**src/rtl/tdc_readout_ctrl_if.sv**
```systemverilog
// Result handshake bundle of the TDC readout controller.
//   result       accumulated code, held while result_valid is high
//   result_valid result available
//   result_ack   consumer accept (sampled only while result_valid is high)
//   overflow     sticky saturation flag for the current/last measurement
// RES_W must equal $clog2(N_TAPS+1)+AVG_LOG2 of the attached controller.
interface tdc_readout_ctrl_if #(
  parameter int RES_W = 6
);
  logic [RES_W-1:0] result;
  logic             result_valid;
  logic             result_ack;
  logic             overflow;

  modport master (output result, output result_valid, output overflow, input result_ack);
  modport slave  (input result, input result_valid, input overflow, output result_ack);
endinterface

```
**src/rtl/tdc_readout_ctrl.sv**
```systemverilog
// Controller/readout for the vernier delay line TDC.
// Launches start/stop edge pairs into the analog front end, resynchronises the
// thermometer taps, bubble-corrects and encodes them, and accumulates
// 2**AVG_LOG2 conversions into one result returned over valid/ack.
// Ports:
//   clk, rst_n  clock, asynchronous active-low reset
//   ena         block enable; low forces IDLE at the next edge
//   meas_req    request one result; only looked at in IDLE
//   term        raw asynchronous thermometer taps, bit0 = first stage
//   start_edge  start launch into diff_gen
//   stop_edge   stop launch into stop_buffer
//   busy        high outside IDLE
//   rd          result/result_valid/result_ack/overflow bundle
module tdc_readout_ctrl #(
  parameter int N_TAPS     = 8,
  parameter int STOP_DLY   = 1,
  parameter int SETTLE_CYC = 3,
  parameter int AVG_LOG2   = 2
) (
  input  logic                clk,
  input  logic                rst_n,
  input  logic                ena,
  input  logic                meas_req,
  input  logic [N_TAPS-1:0]   term,
  output logic                start_edge,
  output logic                stop_edge,
  output logic                busy,
  tdc_readout_ctrl_if.master  rd
);
  localparam int CODE_W  = $clog2(N_TAPS + 1);
  localparam int RES_W   = CODE_W + AVG_LOG2;
  localparam int N_CONV  = 1 << AVG_LOG2;
  localparam int CNT_W   = (AVG_LOG2 == 0) ? 1 : AVG_LOG2;
  localparam int TMR_MAX = (STOP_DLY > SETTLE_CYC) ? STOP_DLY : SETTLE_CYC;
  localparam int TMR_W   = $clog2(TMR_MAX + 1);

  typedef enum logic [2:0] {IDLE, LAUNCH, STOP, CAPTURE, REARM, DONE} state_t;

  state_t             state, state_nxt;
  logic [TMR_W-1:0]   tmr;
  logic [CNT_W-1:0]   cnt;
  logic [RES_W-1:0]   acc;
  logic               ovf;
  logic [N_TAPS-1:0]  sync1, sync2;

  // Two-flop synchroniser; the decoder only ever sees stage 2.
  always_ff @(posedge clk or negedge rst_n) begin
    if (!rst_n) begin
      sync1 <= '0;
      sync2 <= '0;
    end else begin
      sync1 <= term;
      sync2 <= sync1;
    end
  end

  // Bubble correction: 3-input majority over neighbours, with the line edges
  // padded as t[-1]=1 (before the first stage) and t[N_TAPS]=0 (past the end).
  logic [N_TAPS+1:0] t_ext;
  logic [N_TAPS-1:0] t_fix;
  logic [CODE_W-1:0] code;
  logic              sat;

  assign t_ext = {1'b0, sync2, 1'b1};

  for (genvar i = 0; i < N_TAPS; i++) begin : g_maj
    assign t_fix[i] = (t_ext[i] & t_ext[i+1]) | (t_ext[i] & t_ext[i+2]) |
                      (t_ext[i+1] & t_ext[i+2]);
  end

  always_comb begin
    code = '0;
    for (int i = 0; i < N_TAPS; i++) code = code + CODE_W'(t_fix[i]);
  end

  assign sat = (code == CODE_W'(N_TAPS));

  // State register; tmr counts cycles spent in the current state.
  always_ff @(posedge clk or negedge rst_n) begin
    if (!rst_n) begin
      state <= IDLE;
      tmr   <= '0;
    end else begin
      state <= state_nxt;
      if (state_nxt != state) tmr <= '0;
      else                    tmr <= tmr + TMR_W'(1);
    end
  end

  always_comb begin
    state_nxt = state;
    case (state)
      IDLE:    if (meas_req) state_nxt = LAUNCH;
      LAUNCH:  if (tmr == TMR_W'(STOP_DLY - 1)) state_nxt = STOP;
      STOP:    if (tmr == TMR_W'(SETTLE_CYC - 1)) state_nxt = CAPTURE;
      CAPTURE: state_nxt = (cnt == CNT_W'(N_CONV - 1)) ? DONE : REARM;
      REARM:   if (tmr == TMR_W'(SETTLE_CYC - 1)) state_nxt = LAUNCH;
      DONE:    if (rd.result_ack) state_nxt = IDLE;
      default: state_nxt = IDLE;
    endcase
    if (!ena) state_nxt = IDLE;
  end

  // Accumulation. overflow survives the return to IDLE so the consumer can
  // still read it after acking; it is cleared only when a new measurement starts.
  always_ff @(posedge clk or negedge rst_n) begin
    if (!rst_n) begin
      acc <= '0;
      cnt <= '0;
      ovf <= 1'b0;
    end else if (state == IDLE) begin
      acc <= '0;
      cnt <= '0;
      if (state_nxt == LAUNCH) ovf <= 1'b0;
    end else if (state == CAPTURE && ena) begin
      acc <= acc + RES_W'(code);
      cnt <= cnt + CNT_W'(1);
      if (sat) ovf <= 1'b1;
    end
  end

  // Edges are decoded straight from the state so an async reset drops them at once.
  always_comb begin
    start_edge      = (state == LAUNCH) || (state == STOP) || (state == CAPTURE);
    stop_edge       = (state == STOP) || (state == CAPTURE);
    busy            = (state != IDLE);
    rd.result_valid = (state == DONE);
    rd.result       = (state == DONE) ? acc : '0;
    rd.overflow     = ovf;
  end
endmodule

```
**src/flat_wrapper.sv**
```systemverilog
// flat-port wrapper written by rule: the top's interface ports become plain ports
module tdc_readout_ctrl_flat 
#(
  parameter int N_TAPS     = 8,
  parameter int STOP_DLY   = 1,
  parameter int SETTLE_CYC = 3,
  parameter int AVG_LOG2   = 2
)
  (clk, rst_n, ena, meas_req, term, start_edge, stop_edge, busy, rd_result, rd_result_valid, rd_overflow, rd_result_ack);
  tdc_readout_ctrl_if #(.RES_W((4 + (2)))) rd_i ();
  input  logic clk;
  input  logic rst_n;
  input  logic ena;
  input  logic meas_req;
  input  logic [N_TAPS-1:0] term;
  output logic start_edge;
  output logic stop_edge;
  output logic busy;
  output wire logic [$bits(rd_i.result)-1:0] rd_result;
  output wire logic [$bits(rd_i.result_valid)-1:0] rd_result_valid;
  output wire logic [$bits(rd_i.overflow)-1:0] rd_overflow;
  input wire logic [$bits(rd_i.result_ack)-1:0] rd_result_ack;
  assign rd_result = rd_i.result;
  assign rd_result_valid = rd_i.result_valid;
  assign rd_overflow = rd_i.overflow;
  assign rd_i.result_ack = rd_result_ack;
  tdc_readout_ctrl #(.N_TAPS(N_TAPS), .STOP_DLY(STOP_DLY), .SETTLE_CYC(SETTLE_CYC), .AVG_LOG2(AVG_LOG2)) u_core (.clk(clk), .rst_n(rst_n), .ena(ena), .meas_req(meas_req), .term(term), .start_edge(start_edge), .stop_edge(stop_edge), .busy(busy), .rd(rd_i));
endmodule
```
**config.mk**
```make
export PLATFORM = sky130hd
export DESIGN_NAME = tdc_readout_ctrl_flat
export DESIGN_NICKNAME = d
export VERILOG_FILES = /design/src/rtl/tdc_readout_ctrl_if.sv /design/src/rtl/tdc_readout_ctrl.sv /design/src/flat_wrapper.sv
export SDC_FILE = /design/constraint.sdc
export NUM_CORES = 1
export LEC_CHECK = 0
export CAP_MARGIN = 15
export CORE_MARGIN = 2
export CORE_UTILIZATION = 55
export CTS_BUF_LIST = sky130_fd_sc_hd__clkbuf_8
export CTS_CLUSTER_SIZE = 12
export DETAILED_ROUTE_END_ITERATION = 8
export DONT_BUFFER_PORTS = 1
export PLACE_DENSITY = 0.74
export SETUP_SLACK_MARGIN = 0.5
export SYNTH_ARGS = -nofsm -noshare
export SYNTH_HDL_FRONTEND = slang
export SYNTH_SLANG_ARGS = --single-unit
export TNS_END_PERCENT = 20
```
**constraint.sdc**
```tcl
create_clock -name clk -period 5.3 [get_ports clk]
set_input_delay 1.06 -clock clk [delete_from_list [all_inputs] [get_ports clk]]
set_output_delay 1.06 -clock clk [all_outputs]
set_load 0.01 [all_outputs]
```
==> impl_results.md <==
- CTS tree: yes
- Metal-1 WL: 1.22 mm
- CP required: 5.45 ns
- FP Rows: 19
- Vias per cell: 5.75
- Placed cell area: 1620 um^2
- Syn nets: about 180
- Ant. Diodes: 0
- Main synth FF type: dfrtp_1
- Die area: 3350 um^2
- Starting DRT DRC Count: 32
- Gr usage total: 20.2%
- Synth area leaders: dfrtp_1, ha_1, fa_1
- Final net count: 179
- FMAX: 230 MHz
- Power Dens Cells: 357 nW/um^2
- Final core utilization: between 60 and 70%
- Hold_sp: u_core.sync1[2]
- Routed wl met2: 1.33 mm
- Total global routing overflow: 0
- GPL Wtd Cong: 0.775
- Synthesized netlist cell count: 147
- Initial Utilization: 57.9%
- Core box area: about 2800 um^2
- MaxCap Viol Count: 0
- Flops & latches, synth: 30
- Non-Filler Instances: 182
- Slew HR: roughly 65%
- Slew Viols, Final: 0
- RSZ-0062 raised after global routing: no
- Router iterations before antenna repair: 4
- Cell Area, Synth: about 1600 um^2
- Worst setup margin: 0.947 ns
- Setup slack at placement: 0.920 ns
- Status: completed
- Min Hold Slack: 0.348 ns
- Post-route DRC: 0
- Final Hold Fails: 0
- Initial antenna violation count: 0
- Setup TNS: 0 ns
- Mapped Avg Cell Area: 10.9 um^2
- Area share of the largest cell type after synthesis: 47.0%
- CP Max Fanout: 4
- Tmin final: 4.35 ns
- Setup violators final: 0
- Area leader, netlist: dfrtp_1
- Clk slew on worst S/H paths: 0.06 ns
- Clk root buf: clkbuf_8
- Post-DP HPWL: 2.04 mm
- Chip width: roughly 58 um
- Worst reg-to-reg path cell count: 14
- Clk sinks: 30
- CTS Buf Count: 5
- Max layer used: met4
- Total power: between 0.6 and 0.7 mW
- WL per Instance: 14.8 um
- Port Buffers: 0
- Crit share post-route: 82.1%
- Vias in the first global route: 1058
- Beginning of the critical path: u_core.sync2[2]
- Maximum number of pins on one net before global-route repair: 31
- Final Skew: 0.00331 ns
- Worst-skew pair later-pin latency: 0.27 ns
- DR WL met3: 139 um
- First-pass GRT wire length: between 4 and 5 mm
- Hold path depth: 0
- Max IR drop VDD: 0.000221 V
- Ys async rst share: 100%
- Routed Antenna Nets: 0
- Routed vias: 1046
- Share of cells above drive strength 1: between 10 and 15%
- Critical setup path kind: flip-flop to flip-flop
- Setup bufs post-CTS: 0
- Pleak: 0.790 nW
- Post-synth EDFFs: 0
- Longest Clk Path Bufs: 2
- Ys Warns: 0
- Post-synth cell types: 42
- WP data arrival: 4.50 ns
- Sequential area share after synthesis: 47.0%
- Worst Tran Pin Value: 0.526 ns
- Critical Path Start Type: flip-flop
- Post-Route WL: 2.70 mm
- Syn-to-layout area delta: 6.27%
- Htree depth: 2
- Die Ht: 57.9 um
- Io pins: 24
- Post-cts repair resize count: 0
- Number of hold buffers added after cts: 0
- R2r startpoint: u_core.sync2[2]
- Post-Layout Inst Area: 1700 um^2
- Placed cell count: about 180
- CP endpoint kind: flip-flop
- Worst hold path type: flip-flop to flip-flop
-- area by class of cell --
cell class | instances | area [um^2]
fill | 233 | 1060
multi-input combinational | 102 | 783
sequential | 30 | 751
clock buffer | 5 | 68.8
inverter | 12 | 45.0
tap | 31 | 38.8
clock inverter | 2 | 10.0
-- where the power goes --
part	internal, mW	switching, mW	total, mW
Clock	0.0877	0.0769	0.165
Sequential	0.246	0.0229	0.269
Combinational	0.0786	0.0931	0.172
Total	0.412	0.193	0.605
-- flip-flops by register name, indices dropped and copies added, names as in the netlist --
register	flops
u_core.sync1	8
u_core.tmr	2
u_core.acc	6
u_core.sync2	8
u_core.rd.overflow	1
u_core.state	3
u_core.cnt	2
-- cell usage after synthesis, types with 2 or more instances --
cell / count
dfrtp_1: 30
inv_1: 12
ha_1: 10
nor2_1: 10
nand2_1: 9
and2_1: 8
a21o_1: 6
o21ai_0: 6
fa_1: 5
nor2b_1: 5
a21oi_1: 4
o21ai_1: 4
a211oi_1: 3
a22o_1: 2
buf_2: 2
mux2_2: 2
nor3_1: 2
o21a_1: 2
xor2_1: 2
-- layer usage --
layer  track usage [%]  up-vias
met5                 0        -
met3              8.04        2
met1              27.7      514
li1                  -      510
met4              7.97        0
met2              28.7       20
-- placed cells by master, fill, tap and decap left out, drive strengths merged, types with 2 or more instances in the layout --
master,count
nand3,2
nor2,11
xor2,2
and2,8
o21ai,11
nor2b,5
fa,5
dfrtp,30
a21oi,5
a21o,6
a211oi,3
nand2,10
nor3,3
a22o,2
clkinv,2
clkbuf,5
inv,12
o21a,2
mux2,3
ha,10
-- kinds of logic after synthesis --
| kind of cell | share of synthesized area, % |
|---|---|
| AO/OA/AOI/OAI | 15.2 |
| XOR/XNOR | 1.65 |
| adder cells (fa/ha/maj) | 14.7 |
| buffers and inverters | 3.92 |
| flip-flops | 47.0 |
| multiplexers | 2.98 |
| AND/OR/NAND/NOR | 14.5 |
-- worst paths after layout --
path / end / slack (ns)
max: u_core.acc[5] / 0.95
min: u_core.sync2[2] / 0.35
max in group asynchronous: u_core.sync1[4] / 4.74
min reg2reg: u_core.sync2[2] / 0.35
min in group asynchronous: u_core.acc[1] / 0.47
max reg2reg: u_core.acc[5] / 0.95
-- critical path: stages, from the launching register on --
cell and delay [ns]:
dfrtp_1 0.41, maj3_1 0.37, ha_1 0.28, inv_1 0.05, fa_1 0.50, fa_1 0.52
fa_1 0.47, fa_1 0.56, inv_1 0.06, ha_1 0.28, a211oi_1 0.21, nor2_1 0.10
o211ai_1 0.19, xor2_1 0.16, nor2_1 0.06
No activity file was read; power rests on OpenSTA's default activity.
